### config.mk
export PLATFORM = sky130hd
export DESIGN_NAME = param_register_file
export DESIGN_NICKNAME = d
export VERILOG_FILES = /design/src/rtl/param_register_file.sv
export SDC_FILE = /design/constraint.sdc
export NUM_CORES = 2
export LEC_CHECK = 0
export CAP_MARGIN = 15
export CORE_MARGIN = 8
export CORE_UTILIZATION = 30
export CTS_BUF_LIST = sky130_fd_sc_hd__clkbuf_4
export DETAILED_ROUTE_END_ITERATION = 7
export GPL_TIMING_DRIVEN = 0
export HOLD_SLACK_MARGIN = 0.03
export PLACE_DENSITY = 0.42
export SLEW_MARGIN = 15
export SYNTH_ARGS = -nofsm -noshare
export SYNTH_HDL_FRONTEND = slang
export SYNTH_SLANG_ARGS = --single-unit
### constraint.sdc
create_clock -name CLK -period 10.65 [get_ports CLK]
set_input_delay 2.13 -clock CLK [delete_from_list [all_inputs] [get_ports CLK]]
set_output_delay 2.13 -clock CLK [all_outputs]
set_load 0.05 [all_outputs]
### src/rtl/param_register_file.sv
// rtl/param_register_file.sv - multi-port register file with write bypass, pending scoreboard and clear sequencer
// Entry 0 may be hardwired to zero; CLEAR zeroes one entry per cycle while reads stay live.
module param_register_file #(
  parameter int DATA_W   = 32,
  parameter int DEPTH    = 32,
  parameter int NREAD    = 2,
  parameter int NWRITE   = 1,
  parameter bit ZERO_REG = 1'b1,
  parameter bit BYPASS   = 1'b1,
  localparam int ADDR_W  = $clog2(DEPTH)
) (
  input  logic                     CLK,
  input  logic                     nRST,
  input  logic                     clear,
  output logic                     busy,
  input  logic [NWRITE-1:0]        wen,
  input  logic [NWRITE*ADDR_W-1:0] wsel,
  input  logic [NWRITE*DATA_W-1:0] wdat,
  input  logic [NREAD*ADDR_W-1:0]  rsel,
  output logic [NREAD*DATA_W-1:0]  rdat,
  input  logic                     mark,
  input  logic [ADDR_W-1:0]        mark_sel,
  output logic [DEPTH-1:0]         pending
);

  typedef enum logic {S_IDLE, S_CLEAR} state_t;

  localparam logic [ADDR_W-1:0] LAST = ADDR_W'(DEPTH - 1);

  state_t              r_state;
  state_t              w_state_nxt;
  logic [ADDR_W-1:0]   r_cnt;
  logic [DATA_W-1:0]   r_mem [DEPTH];
  logic [DEPTH-1:0]    r_pending;
  logic [NWRITE-1:0]   w_wr_hit;
  logic [NWRITE-1:0]   w_wr_commit;
  logic                w_mark_ok;
  logic                w_start_clear;

  // An address names a real, writable entry (in range and not the hardwired zero).
  function automatic logic f_writable(input logic [ADDR_W-1:0] a);
    return (int'(a) < DEPTH) && !(ZERO_REG && (a == '0));
  endfunction

  assign busy    = (r_state == S_CLEAR);
  assign pending = r_pending;

  // A write hits for bypass purposes even on a clear-start edge, but only commits in plain IDLE.
  always_comb begin
    w_start_clear = (r_state == S_IDLE) && clear;
    w_mark_ok     = (r_state == S_IDLE) && !clear && mark && f_writable(mark_sel);
    for (int p = 0; p < NWRITE; p++) begin
      w_wr_hit[p]    = wen[p] && f_writable(wsel[p*ADDR_W +: ADDR_W]);
      w_wr_commit[p] = w_wr_hit[p] && (r_state == S_IDLE) && !clear;
    end
  end

  always_ff @(posedge CLK) begin
    if (!nRST) begin
      r_state <= S_IDLE;
    end else begin
      r_state <= w_state_nxt;
    end
  end

  always_comb begin
    w_state_nxt = r_state;
    case (r_state)
      S_IDLE:  if (clear) w_state_nxt = S_CLEAR;
      S_CLEAR: if (r_cnt == LAST) w_state_nxt = S_IDLE;
      default: w_state_nxt = S_IDLE;
    endcase
  end

  always_ff @(posedge CLK) begin
    if (!nRST) begin
      r_cnt <= '0;
    end else if (w_start_clear) begin
      r_cnt <= '0;
    end else if (busy) begin
      r_cnt <= (r_cnt == LAST) ? '0 : r_cnt + 1'b1;
    end
  end

  // Later ports are applied last, so the highest index wins on an address collision.
  always_ff @(posedge CLK) begin
    if (!nRST) begin
      for (int i = 0; i < DEPTH; i++) begin
        r_mem[i] <= '0;
      end
    end else if (busy) begin
      r_mem[r_cnt] <= '0;
    end else begin
      for (int p = 0; p < NWRITE; p++) begin
        if (w_wr_commit[p]) begin
          r_mem[wsel[p*ADDR_W +: ADDR_W]] <= wdat[p*DATA_W +: DATA_W];
        end
      end
    end
  end

  // Mark is applied after the write clears so a same-address new producer leaves the bit set.
  always_ff @(posedge CLK) begin
    if (!nRST) begin
      r_pending <= '0;
    end else if (w_start_clear) begin
      r_pending <= '0;
    end else if (!busy) begin
      for (int p = 0; p < NWRITE; p++) begin
        if (w_wr_commit[p]) begin
          r_pending[wsel[p*ADDR_W +: ADDR_W]] <= 1'b0;
        end
      end
      if (w_mark_ok) begin
        r_pending[mark_sel] <= 1'b1;
      end
    end
  end

  for (genvar r = 0; r < NREAD; r++) begin : g_rd
    logic [ADDR_W-1:0] w_addr;
    logic [DATA_W-1:0] w_data;

    assign w_addr = rsel[r*ADDR_W +: ADDR_W];

    always_comb begin
      w_data = '0;
      if (f_writable(w_addr)) begin
        w_data = r_mem[w_addr];
      end
      if (BYPASS && !busy) begin
        for (int p = 0; p < NWRITE; p++) begin
          if (w_wr_hit[p] && (wsel[p*ADDR_W +: ADDR_W] == w_addr)) begin
            w_data = wdat[p*DATA_W +: DATA_W];
          end
        end
      end
    end

    assign rdat[r*DATA_W +: DATA_W] = w_data;
  end

endmodule

==> flow_metrics.env <==
export IMPL_outcome="finished clean"
export IMPL_crit_fanout=10
export IMPL_ys_top_cells_by_area="edfxtp_1 55%, mux4_2 13%, mux2i_1 7.0%, nor2_1 5.2%, and2_1 2.9%"
export IMPL_critPathArrivalTime_ns=7.94
export IMPL_critPathKind="in2out"
export IMPL_rsz0062_at_grt="false"
export IMPL_cts_setup_buffers=0
export IMPL_whs_ns=0.430
export IMPL_synth_compound_area_share=0.0661
export IMPL_drc=0
export IMPL_avgSynthCellArea_sq_um=12.9
export IMPL_first_pass_iters=6
export IMPL_p_leak_nw=23.4
export IMPL_cts_buffers=328
export IMPL_initial_core_util=0.301
export IMPL_place_congestion=0.922
export IMPL_die_h_microns=447
export IMPL_required_ns=8.52
export IMPL_cts_sinks=1062
export IMPL_synth_edf_count=1024
export IMPL_yosys_area_share_simple=0.122
export IMPL_startpoint="rsel[7]"
export IMPL_ant_nets=0
export IMPL_r2r_cells=6
export IMPL_cpLargestDelayFamily="buffers and inverters"
export IMPL_place_ws_ns=0.794
export IMPL_ys_flop_type="edfxtp_1"
export IMPL_areaGrowthSynthToFinish_pct=19.4
export IMPL_placedInstanceArea_sq_um=62500
export IMPL_drive_above_1_share=0.228
export IMPL_grt_pass1_vias=43800
export IMPL_maxCapViolations=0
export IMPL_wl_met1_microns=116000
export IMPL_dp_hpwl_microns=215000
export IMPL_layout_setup_ws_ns=0.579
export IMPL_core_region_area_sq_um=185000
export IMPL_crit_buf_inv=6
export IMPL_die_width_microns=447
export IMPL_grt_pass1_wl_microns=387000
export IMPL_synth_common_cells="1024 x edfxtp_1, 770 x nor2_1, 388 x mux2i_1"
export IMPL_nNetsFinal=4945
export IMPL_ys_warn_count=0
export IMPL_synth_fa_ha_area_frac=0.000449
export IMPL_worstHoldPathCells=2
export IMPL_wl_met2_microns=126000
export IMPL_wl_met3_microns=30400
export IMPL_min_to="pending[0]"
export IMPL_end_kind="output port"
export IMPL_min_from="pending[0]"
export IMPL_clk_latency_ns=1.41
export IMPL_synth_cells=4307
export IMPL_ff2ff_setup_slack_ns=6.84
export IMPL_grtUsageTotal=0.286
export IMPL_portBuffers=144
export IMPL_crit_path_start_kind="input pin"
export IMPL_drt_iter0_drc=6312
export IMPL_worst_path_largest_cell_delay_ns=1.05
export IMPL_routed_wl_microns=296000
export IMPL_post_drt_wl_per_cell_microns=38.9
export IMPL_timing_rr_start="busy"
export IMPL_cp_slowest_cell="o21ai_0"
export IMPL_utilization=0.360
export IMPL_overflow=0
export IMPL_period_minus_slack_ns=10.07
export IMPL_postCtsHoldBufs=0
export IMPL_synth_top_family_by_area="multiplexers"
export IMPL_ys_types=60
export IMPL_placed_cells=7035
export IMPL_syn_area_sq_um=55700
export IMPL_tightestPinTransition_ns=1.43
export IMPL_die_area_sq_um=200000
export IMPL_crit_chain="clkdlybuf4s50_1 -> buf_2 -> buf_2 -> buf_1 -> buf_2 -> mux2i_1 -> nand2_1 -> o211ai_1 -> o21ai_0 -> clkdlybuf4s50_1"
export IMPL_power_density_nw_per_um2=158
export IMPL_io_pins=154
export IMPL_clockRootBuffer="clkbuf_4"
export IMPL_ys_ff_latch=1062
export IMPL_antenna_found_initial=26
export IMPL_finalSetupViolations=0
export IMPL_async_flop_share=0
export IMPL_slew_violations=0
export IMPL_hold_violations=0
export IMPL_worst_path_most_repeated_cell="buf_2"
export IMPL_stdcell_area_sq_um=66500
export IMPL_max_vdd_ir_drop_v=0.000105
export IMPL_routed_top_layer="met5"
export IMPL_finClkSkew_ns=0.109
export IMPL_yosysTopAreaCell="edfxtp_1"
export IMPL_cts_htree_levels=5
export IMPL_post_cts_resized=0
export IMPL_r2r_end="r_mem[23][21]"
export IMPL_final_cells=7606
export IMPL_synth_top_area_frac=0.552
export IMPL_vias=44800
export IMPL_num_rows=158
export IMPL_synth_most_common_cell="edfxtp_1"
export IMPL_muxShareOfSynthArea=0.215
export IMPL_grt_max_degree=28
export IMPL_clk_pin_slew_ns=0.06
export IMPL_clock_fmax_ghz=0.0993
export IMPL_hp_class="reg2reg"
export IMPL_slew_headroom=0.0472
export IMPL_period_share=0.946
export IMPL_cts_tree="done"
export IMPL_synth_xor_area_frac=0.00157
export IMPL_cts_path_max_buffers=4
export IMPL_viasPerCell=5.89
export IMPL_synth_yosys_seq_area_share=0.565
[logic make-up (layout without fill, tap and decap cells)]
family,Yosys count,after routing
fa+ha+maj,2,2
compound gates,544,544
simple gates,1515,1515
buf+inv,393,1167
other cells,1,46
mux,780,780
flops,1062,1062
xor+xnor,10,10
[tightest hold or removal path: cells and delay by family, from the launching register on]
kind                   cells  cell delay [ns]
flip-flops                 1             0.31
buffers and inverters      1             0.05
AND/OR/NAND/NOR            1             0.03
[worst max-delay path by stage]
stage / to / slack [ns] / cells after the start
2_1_floorplan: rdat[62] / 3.80 / 9
3_3_place_gp: r_mem[25][20] / -1.20 / 8
3_5_place_dp: rdat[44] / 0.79 / 10
4_1_cts: rdat[44] / 0.80 / 10
5_1_grt: rdat[44] / 0.82 / 10
6_report: rdat[44] / 0.58 / 10
[stage by stage]
step                      power [mW]  setup TNS (ns)
final                           10.5               0
after floorplan                 5.65               0
after global routing            10.8               0
after detailed placement        6.45               0
after global placement          6.40         -467.67
after CTS                       10.5               0
[metal layers]
metal  vias to the layer above  track usage
met5                         -            0
met2                      3279        0.423
met4                        10        0.192
met1                     23000        0.373
li1                      17700            -
met3                       791       0.0699
[cells in the final DEF (no fill, tap or decap), types with 50 or more instances in the layout]
cell and count:
nand3_1 61, edfxtp_1 1024, clkbuf_4 484, mux4_2 328
clkdlybuf4s50_1 144, and2_1 262, clkbuf_1 214, a22o_1 50
o22ai_1 101, mux2i_1 383, mux2_2 64, nor2_1 770
buf_2 110, o21ai_0 86, a22oi_1 63, a21oi_1 90
clkinv_1 59, nand2_1 286
[sequential cells by signal, summed over array words and instances, names as in the netlist]
name / cells
pending: 32
r_cnt: 5
busy: 1
r_mem: 1024
[layout make-up]
class / count / area, sq um
antenna: 14 / 35.0
buffer: 387 / 1680
clock buffer: 484 / 3630
clock inverter: 72 / 360
fill: 18500 / 118000
inverter: 6 / 22.5
multi-input combinational: 2883 / 23100
sequential: 1062 / 31500
tap: 2480 / 3100
timing repair buffer: 218 / 3100
[where the power goes]
group	internal (mW)	leakage (nW)	switching [mW]
combinational	0.517	10.1	1.09
clock	2.13	2.40	1.95
sequential	4.71	10.9	0.0795
total	7.37	23.4	3.12
Power figures use the tool's default switching activity.
